### config.mk
export PLATFORM = sky130hd
export DESIGN_NAME = updown_sweep_ctrl
export DESIGN_NICKNAME = d
export VERILOG_FILES = /design/src/rtl/updown_ctrl_pkg.sv /design/src/rtl/updown_cnt.sv /design/src/rtl/updown_sweep_ctrl.sv
export SDC_FILE = /design/constraint.sdc
export NUM_CORES = 1
export LEC_CHECK = 0
export BUFFER_PORTS_ARGS = -buffer_cell sky130_fd_sc_hd__clkbuf_2
export CORE_UTILIZATION = 50
export DETAILED_ROUTE_END_ITERATION = 10
export PLACE_DENSITY = 0.75
export REMOVE_ABC_BUFFERS = 1
export SETUP_SLACK_MARGIN = 0.05
export SKIP_LAST_GASP = 1
export SYNTH_ARGS = -nofsm -noshare
export SYNTH_HDL_FRONTEND = slang
export SYNTH_HIERARCHICAL = 1
export SYNTH_SLANG_ARGS = --single-unit
### constraint.sdc
create_clock -name clk -period 2.3 [get_ports clk]
set_clock_uncertainty 0.2 [all_clocks]
set_input_delay 0.345 -clock clk [delete_from_list [all_inputs] [get_ports clk]]
set_output_delay 0.345 -clock clk [all_outputs]
set_load 0.05 [all_outputs]
### src/rtl/updown_ctrl_pkg.sv
// -----------------------------------------------------------------------------
// updown_ctrl_pkg
// Shared definitions for the up/down sweep controller:
//   - state_e       : controller state encoding (IDLE/UP/DOWN/DONE)
//   - DEFAULT_WIDTH : default counter / bound width in bits
//   - REPS_W        : width of the reps request and of the pass counter
//   - eff_reps()    : maps a reps request to the number of passes to run
// -----------------------------------------------------------------------------
package updown_ctrl_pkg;

  localparam int DEFAULT_WIDTH = 4;
  localparam int REPS_W        = 4;

  typedef enum logic [1:0] {
    ST_IDLE = 2'd0,
    ST_UP   = 2'd1,
    ST_DOWN = 2'd2,
    ST_DONE = 2'd3
  } state_e;

  // A request for zero passes still runs one full up/down pass.
  function automatic logic [REPS_W-1:0] eff_reps(input logic [REPS_W-1:0] reps);
    return (reps == '0) ? REPS_W'(1) : reps;
  endfunction

endpackage

### src/rtl/updown_cnt.sv
// -----------------------------------------------------------------------------
// updown_cnt
// WIDTH-bit synchronous up/down counter with synchronous load.
// Ports:
//   clk      : clock, all updates on rising edge
//   reset    : synchronous active-high reset, clears q to 0
//   en       : count enable
//   select   : count direction, 1 = up, 0 = down
//   load     : load load_val into q (takes priority over en)
//   load_val : value loaded when load is high
//   q        : counter value
// The counter itself wraps modulo 2**WIDTH; keeping q inside the sweep
// bounds is the controlling FSM's job.
// -----------------------------------------------------------------------------
module updown_cnt
  import updown_ctrl_pkg::*;
#(
  parameter int WIDTH = DEFAULT_WIDTH
) (
  input  logic             clk,
  input  logic             reset,
  input  logic             en,
  input  logic             select,
  input  logic             load,
  input  logic [WIDTH-1:0] load_val,
  output logic [WIDTH-1:0] q
);

  logic [WIDTH-1:0] cnt_q;
  logic [WIDTH-1:0] cnt_d;

  always_comb begin
    cnt_d = cnt_q;
    if (load) begin
      cnt_d = load_val;
    end else if (en) begin
      cnt_d = select ? (cnt_q + WIDTH'(1)) : (cnt_q - WIDTH'(1));
    end
  end

  always_ff @(posedge clk) begin
    if (reset) begin
      cnt_q <= '0;
    end else begin
      cnt_q <= cnt_d;
    end
  end

  assign q = cnt_q;

endmodule

### src/rtl/updown_sweep_ctrl.sv
// -----------------------------------------------------------------------------
// updown_sweep_ctrl
// Sweeps a counter from lo up to hi and back down to lo, repeated for a
// requested number of passes, then pulses done for one cycle.
// Ports:
//   clk         : clock, all state changes on rising edge
//   reset       : synchronous active-high reset (priority over all inputs)
//   start       : sweep request, only sampled in IDLE
//   abort       : terminates an active sweep (UP/DOWN) on the next edge
//   lo, hi      : sweep bounds, sampled with an accepted start (need lo < hi)
//   reps        : number of up/down passes, sampled with start, 0 means 1
//   q           : current counter value
//   dir         : count direction, 1 = up, 0 = down
//   busy        : high while in UP or DOWN
//   done        : one-cycle pulse in the DONE state after a normal finish
//   err         : one-cycle pulse the cycle after a rejected start (lo >= hi)
//   dbg_state_o : current FSM state, for observation only
//
// Request semantics: start is a level sampled on each rising edge while the
// FSM is in IDLE; there is no ready/ack. An accepted start shows up as busy=1
// on the next cycle, a rejected one as err=1 on the next cycle. start is
// ignored in every other state, and bounds/reps are only read when accepted.
// -----------------------------------------------------------------------------
module updown_sweep_ctrl
  import updown_ctrl_pkg::*;
#(
  parameter int WIDTH = DEFAULT_WIDTH
) (
  input  logic              clk,
  input  logic              reset,
  input  logic              start,
  input  logic              abort,
  input  logic [WIDTH-1:0]  lo,
  input  logic [WIDTH-1:0]  hi,
  input  logic [REPS_W-1:0] reps,
  output logic [WIDTH-1:0]  q,
  output logic              dir,
  output logic              busy,
  output logic              done,
  output logic              err,
  output state_e            dbg_state_o
);

  state_e            state_q, state_d;
  logic [WIDTH-1:0]  lo_q, lo_d;
  logic [WIDTH-1:0]  hi_q, hi_d;
  logic [REPS_W-1:0] reps_q, reps_d;
  logic [REPS_W-1:0] pass_q, pass_d;
  logic              dir_q, dir_d;
  logic              err_q, err_d;

  logic              cnt_en;
  logic              cnt_up;
  logic              cnt_load;
  logic [WIDTH-1:0]  cnt_load_val;
  logic [WIDTH-1:0]  cnt_val;
  logic [REPS_W-1:0] pass_inc;

  updown_cnt #(
    .WIDTH (WIDTH)
  ) u_cnt (
    .clk      (clk),
    .reset    (reset),
    .en       (cnt_en),
    .select   (cnt_up),
    .load     (cnt_load),
    .load_val (cnt_load_val),
    .q        (cnt_val)
  );

  // Pass counter after completing the current down leg; never exceeds
  // reps_q (<= 15), so it cannot overflow.
  assign pass_inc = pass_q + REPS_W'(1);

  always_comb begin
    state_d      = state_q;
    lo_d         = lo_q;
    hi_d         = hi_q;
    reps_d       = reps_q;
    pass_d       = pass_q;
    dir_d        = dir_q;
    err_d        = 1'b0;
    cnt_en       = 1'b0;
    cnt_up       = 1'b1;
    cnt_load     = 1'b0;
    cnt_load_val = lo;

    unique case (state_q)
      ST_IDLE: begin
        // abort has no meaning here; start wins when both are high.
        if (start) begin
          if (lo < hi) begin
            lo_d         = lo;
            hi_d         = hi;
            reps_d       = eff_reps(reps);
            pass_d       = '0;
            cnt_load     = 1'b1;
            cnt_load_val = lo;
            dir_d        = 1'b1;
            state_d      = ST_UP;
          end else begin
            err_d = 1'b1;
          end
        end
      end

      ST_UP: begin
        if (abort) begin
          state_d = ST_IDLE;
        end else if (cnt_val == hi_q) begin
          // Turn around at the top: next value is hi-1.
          cnt_en  = 1'b1;
          cnt_up  = 1'b0;
          dir_d   = 1'b0;
          state_d = ST_DOWN;
        end else begin
          cnt_en = 1'b1;
          cnt_up = 1'b1;
        end
      end

      ST_DOWN: begin
        if (abort) begin
          state_d = ST_IDLE;
        end else if (cnt_val == lo_q) begin
          pass_d = pass_inc;
          if (pass_inc < reps_q) begin
            // Next pass starts at lo+1; lo itself was just shown.
            cnt_en  = 1'b1;
            cnt_up  = 1'b1;
            dir_d   = 1'b1;
            state_d = ST_UP;
          end else begin
            // Counter holds lo through DONE.
            state_d = ST_DONE;
          end
        end else begin
          cnt_en = 1'b1;
          cnt_up = 1'b0;
        end
      end

      ST_DONE: begin
        state_d = ST_IDLE;
      end

      default: begin
        state_d = ST_IDLE;
      end
    endcase
  end

  always_ff @(posedge clk) begin
    if (reset) begin
      state_q <= ST_IDLE;
      lo_q    <= '0;
      hi_q    <= '0;
      reps_q  <= '0;
      pass_q  <= '0;
      dir_q   <= 1'b1;
      err_q   <= 1'b0;
    end else begin
      state_q <= state_d;
      lo_q    <= lo_d;
      hi_q    <= hi_d;
      reps_q  <= reps_d;
      pass_q  <= pass_d;
      dir_q   <= dir_d;
      err_q   <= err_d;
    end
  end

  assign q           = cnt_val;
  assign dir         = dir_q;
  assign busy        = (state_q == ST_UP) || (state_q == ST_DOWN);
  assign done        = (state_q == ST_DONE);
  assign err         = err_q;
  assign dbg_state_o = state_q;

endmodule
==> flow_metrics.env, run 1 <==
export IMPL_syn_area_um2=1530
export IMPL_synth_top_area_cell="dfxtp_1"
export IMPL_combinationalPowerShare=0.448
export IMPL_htree_levels=1
export IMPL_worst_setup_path_start_kind="flip-flop"
export IMPL_whs_path_depth=3
export IMPL_p_sw_frac=0.388
export IMPL_finalSetupViolCount=5
export IMPL_finalWirelength_um=3650
export IMPL_r2r_cells=11
export IMPL_seqCellArea_um2=492
export IMPL_cts_root_buf="clkbuf_4"
export IMPL_final_common_cell="nand2_1"
export IMPL_synth_ff_type="dfxtp_1"
export IMPL_final_hold_viol_count=0
export IMPL_ant_nets=0
export IMPL_core_um2=2830
export IMPL_first_global_vias=1359
export IMPL_synthTopCellsByArea="dfxtp_1 (32%), ha_1 (12%), nand2_1 (6.6%)"
export IMPL_grt_max_degree=21
export IMPL_seq_area_frac_synth=0.315
export IMPL_failed_checks="DRC, setup timing"
export IMPL_drt_iter0_markers=46
export IMPL_cp_depth=11
export IMPL_vias=1430
export IMPL_syn_to_final_growth_pct=31.5
export IMPL_layout_common_cells="nand2_1 (27), clkbuf_2 (25), buf_4 (23), dfxtp_1 (21), a21oi_1 (16)"
export IMPL_max_stage_delay_ns=0.38
export IMPL_slew_headroom=0.774
export IMPL_maxCapViolations=0
export IMPL_gp_congestion=0.896
export IMPL_die_h_um=57.2
export IMPL_crit_arrival_ns=2.57
export IMPL_async_flop_share=0
export IMPL_cts_sinks=24
export IMPL_die_area_um2=3280
export IMPL_grtUsageTotal=0.224
export IMPL_vias_per_cell=5.52
export IMPL_antenna_found_initial=0
export IMPL_multi_input_area_um2=1080
export IMPL_clk_latency_ns=0.31
export IMPL_critical_path_top_delay_family="compound AO/OA/AOI/OAI gates"
export IMPL_synth_distinct_cells=39
export IMPL_rsz0062_at_grt="yes"
export IMPL_cts_buffer_depth=2
export IMPL_switchingPower_uw=467
export IMPL_required_ns=2.32
export IMPL_grt_pass1_wl_um=5810
export IMPL_tns_ns=-0.761
export IMPL_cts_tree="done"
export IMPL_power_density_nw_per_um2=600
export IMPL_drcViolationCount=1
export IMPL_wl_per_cell_um=14.1
export IMPL_port_buffers=25
export IMPL_clkTransAtPathRegs_ns=0.14
export IMPL_crit_chain="ha_4, xor2_4, ha_4, or3_4, o22ai_2, nor2_1, nor2_1, o21a_2, or3b_4, a21oi_2, a311o_2"
export IMPL_fin_ws_ns=-0.250
export IMPL_slew_viol_final=0
export IMPL_synth_cells=181
export IMPL_numCtsBuffers=3
export IMPL_period_share=1.11
export IMPL_drive_gt1_frac=0.355
export IMPL_p_int_uw=737
export IMPL_worstSetupPathType="reg2reg"
export IMPL_status="finished with violations"
export IMPL_yosys_register_bits=24
export IMPL_overflow=0
export IMPL_netlist_area_leader_share=0.315
export IMPL_fin_nets=262
export IMPL_avgSynthCellArea_um2=8.43
export IMPL_dp_hpwl_um=2690
export IMPL_leakagePower_nw=0.852
export IMPL_synth_edf_count=0
export IMPL_holdWs_ns=0.0422
export IMPL_hold_path_class="in2reg"
export IMPL_pwr_share_seq=0.396
export IMPL_fmax_mhz=392
export IMPL_first_pass_iters=7
export IMPL_die_x_um=57.2
export IMPL_initial_core_util=0.539
export IMPL_critPathBufInv=0
export IMPL_cp_end_kind="flip-flop"
export IMPL_ir_drop_mv=0.379
export IMPL_antenna_cells=0
export IMPL_io_pins=26
export IMPL_yosysWarnings=6
export IMPL_clkPwrFrac=0.157
export IMPL_total_power_mw=1.20
export IMPL_fillerInstances=236
export IMPL_rows=19
export IMPL_tightest_slew_ns=0.338
export IMPL_critPathSlowestCell="dfxtp_4"
export IMPL_final_min_clock_period_ns=2.55
export IMPL_cp_max_fo=5
worst reg2reg max path: stages, from the launching register on:
cell and delay [ns]:
dfxtp_4 0.38, ha_4 0.18, xor2_4 0.19, ha_4 0.16, or3_4 0.34, o22ai_2 0.14, nor2_1 0.06, nor2_1 0.09
o21a_2 0.21, or3b_4 0.15, a21oi_2 0.05, a311o_2 0.31
flip-flops by register name, indices dropped and copies added (netlist names):
signal	flops
err	1
u_cnt/q	4
dir	1
dbg_state_o	2
hi_q	4
pass_q	4
lo_q	4
reps_q	4
worst paths after layout:
path	slack, ns	start	end
max	-0.25	pass_q[1]	u_cnt/q[3]
min	0.04	hi[1]	hi_q[1]
max reg2reg	-0.25	pass_q[1]	u_cnt/q[3]
min reg2reg	0.27	reps_q[2]	reps_q[2]
area by class of cell:
class	count	share of cell area
multi-input cells	139	0.538
flip-flops and latches	24	0.245
repair buffers	50	0.164
inverters	12	0.0225
well taps	31	0.0193
clock buffers	3	0.0112
kinds of logic after synthesis:
family          Yosys count  synth area share
simple gates             64             0.199
xor+xnor                 13            0.0894
mux                       5            0.0336
buf+inv                  18            0.0566
flops                    24             0.315
compound gates           41             0.171
fa+ha+maj                16             0.136
Yosys cell counts, types with 2 or more instances:
cell type / number
xnor2_1: 8
nor3b_1: 2
nor3_1: 4
a211oi_1: 2
o211ai_1: 2
inv_1: 12
nand2_1: 27
a21oi_1: 19
mux2i_1: 4
xnor2_2: 3
o21ai_0: 7
xor2_1: 2
ha_1: 15
dfxtp_1: 24
nand4_1: 5
nand3b_1: 2
nand3_1: 3
nor2_1: 14
nand2b_1: 2
clkbuf_1: 3
o21a_1: 3
per-layer routing:
metal  vias up  wire length (um)  track usage
li1        721                 -            -
met1       678              1510        0.271
met2        29              2020        0.420
met3         2                98       0.0340
met4         0                16       0.0453
met5         -                 0            0
power groups by stage:
stage	clock, mW	combinational (mW)	sequential, mW
2_1_floorplan	0	0.265	0.553
3_3_place_gp	0	0.496	0.488
3_5_place_dp	0	0.511	0.489
4_1_cts	0.188	0.524	0.477
5_1_grt	0.209	0.585	0.481
6_report	0.188	0.539	0.476
through the flow:
step	setup WS (ns)	util	cells	cell area, um2
2_1_floorplan	-0.645	-	175	1480
3_3_place_gp	-0.287	0.636	251	1800
3_5_place_dp	-0.388	0.636	251	1800
4_1_cts	-0.210	0.686	260	1940
5_1_grt	-0.369	0.709	259	2010
6_report	-0.250	0.709	259	2010
repair_timing:
item                                    in CTS  in global routing
hold buffers                                 0                  0
pin swaps                                    6                 13
buffers inserted                             6                  0
resized for setup                           17                 13
endpoints found under the setup margin       5                  5
Note: power is estimated with default switching activity, not from simulation.
==> inputs of run 2 (changes only) <==
CORE_UTILIZATION = 55   (was 50)
PLACE_DENSITY = 0.78   (was 0.75)
clock period = 2.9 ns   (was 2.3 ns; I/O delays follow)
==> run 2 against run 1 <==
Power fell by 23%; the flow now finishes without violations; sequential power is 18% lower; critical endpoint unchanged; largest power group is now registers; critical path type unchanged; sequential share of layout area up 3.8 points.
==> flow_metrics.env, run 2 (synthesis results as in run 1) <==
export IMPL_rsz0062_at_grt="no"
export IMPL_rows=18
export IMPL_maxCapViolations=0
export IMPL_die_x_um=54.7
export IMPL_cts_root_buf="clkbuf_4"
export IMPL_fin_ws_ns=0.206
export IMPL_power_density_nw_per_um2=542
export IMPL_port_buffers=25
export IMPL_slew_headroom=0.619
export IMPL_final_common_cell="nand2_1"
export IMPL_wl_per_cell_um=14.0
export IMPL_slew_viol_final=0
export IMPL_die_h_um=54.7
export IMPL_grt_max_degree=28
export IMPL_die_area_um2=2990
export IMPL_layout_common_cells="nand2_1 (27), clkbuf_2 (25), dfxtp_1 (23), a21oi_1 (19), ha_1 (15)"
export IMPL_dp_hpwl_um=2600
export IMPL_met2_length_um=1700
export IMPL_wl_met3_um=110
export IMPL_first_pass_iters=4
export IMPL_syn_to_final_growth_pct=11.5
export IMPL_tns_ns=0
export IMPL_critPathBufInv=0
export IMPL_vias_per_cell=5.72
export IMPL_routed_top_layer="met4"
export IMPL_cts_tree="done"
export IMPL_drive_gt1_frac=0.199
export IMPL_max_stage_delay_ns=0.40
export IMPL_status="finished, final reports clean"
export IMPL_core_um2=2540
export IMPL_worst_setup_path_start_kind="flip-flop"
export IMPL_drt_iter0_markers=30
export IMPL_final_min_clock_period_ns=2.69
export IMPL_crit_arrival_ns=2.73
export IMPL_crit_chain="ha_1, xor2_1, ha_1, or3_1, o22ai_1, nor2_1, nor2_1, o21a_2, or3b_1, a21oi_1, a311o_2"
export IMPL_clkTransAtPathRegs_ns=0.14
export IMPL_cp_max_fo=6
export IMPL_required_ns=2.93
export IMPL_tightest_slew_ns=0.572
export IMPL_htree_levels=1
export IMPL_overflow=0
export IMPL_cts_sinks=24
export IMPL_fmax_mhz=371
export IMPL_gp_congestion=0.808
export IMPL_antenna_cells=0
export IMPL_critPathSlowestCell="or3_1"
export IMPL_finalWirelength_um=3300
export IMPL_grtUsageTotal=0.251
export IMPL_vias=1350
export IMPL_postCtsSetupBuffers=0
export IMPL_ant_nets=0
export IMPL_pre_cts_ws_ns=0.156
export IMPL_io_pins=26
export IMPL_cp_end_kind="flip-flop"
export IMPL_finalSetupViolCount=0
export IMPL_period_share=0.929
export IMPL_cts_buffer_depth=2
export IMPL_numCtsBuffers=3
export IMPL_met1Wirelength_um=1450
export IMPL_worstSetupPathType="reg2reg"
export IMPL_ir_drop_mv=0.509
export IMPL_fin_nets=239
export IMPL_total_power_uw=921
export IMPL_critical_path_top_delay_family="compound AO/OA/AOI/OAI gates"
export IMPL_final_util=0.668
export IMPL_first_global_vias=1271
export IMPL_hold_path_class="in2reg"
export IMPL_drcViolationCount=0
export IMPL_clk_latency_ns=0.33
export IMPL_leakagePower_nw=0.721
export IMPL_fin_cells=236
export IMPL_stdcell_area_um2=1700
export IMPL_dp_cells=232
export IMPL_initial_core_util=0.599
export IMPL_postPlaceCellArea_um2=1660
export IMPL_final_hold_viol_count=0
export IMPL_grt_pass1_wl_um=5300
export IMPL_holdWs_ns=0.131
export IMPL_antenna_found_initial=0
export IMPL_ctsHoldBuffers=0
[run 2: changes by cell type in the layout (fill, tap and decap cells not counted), sizes merged]
cell    before  now
buf         25    2
clkbuf      28   29
[run 2: what timing repair did]
item | CTS | global route
hold endpoints to repair | 0 | 0
resized for setup | 0 | 2
setup endpoints to repair | 0 | 3
[run 2: worst min-delay path, stage by stage]
cell	delay [ns]
clkbuf_2	0.09
nand2_1	0.05
a21oi_1	0.05
[run 2: power by group]
| group | switching [mW] | internal [mW] | leakage (nW) | total (mW) |
|---|---|---|---|---|
| sequential | 0.0336 | 0.358 | 0.196 | 0.392 |
| combinational | 0.219 | 0.126 | 0.504 | 0.345 |
| clock | 0.107 | 0.0769 | 0.0210 | 0.184 |
[run 2: worst paths after layout]
path	startpoint	endpoint	slack, ns	cells past startpoint
max	pass_q[0]	u_cnt/q[3]	0.21	11
min	hi[1]	hi_q[1]	0.13	3
min reg2reg	reps_q[3]	reps_q[3]	0.27	2
max reg2reg	pass_q[0]	u_cnt/q[3]	0.21	11
[run 2: layer usage]
layer  up-vias  GRT usage
met5         -          0
met4         0      0.124
met3         6     0.0472
met2        34      0.454
met1       629      0.276
li1        681          -
[run 2: area by class of cell]
class	count	area, um2
Fill cell	229	845
Tap cell	30	37.5
Inverter	12	45.0
Multi-Input combinational cell	139	960
Sequential cell	24	482
Clock buffer	4	36.3
Timing Repair Buffer	27	140
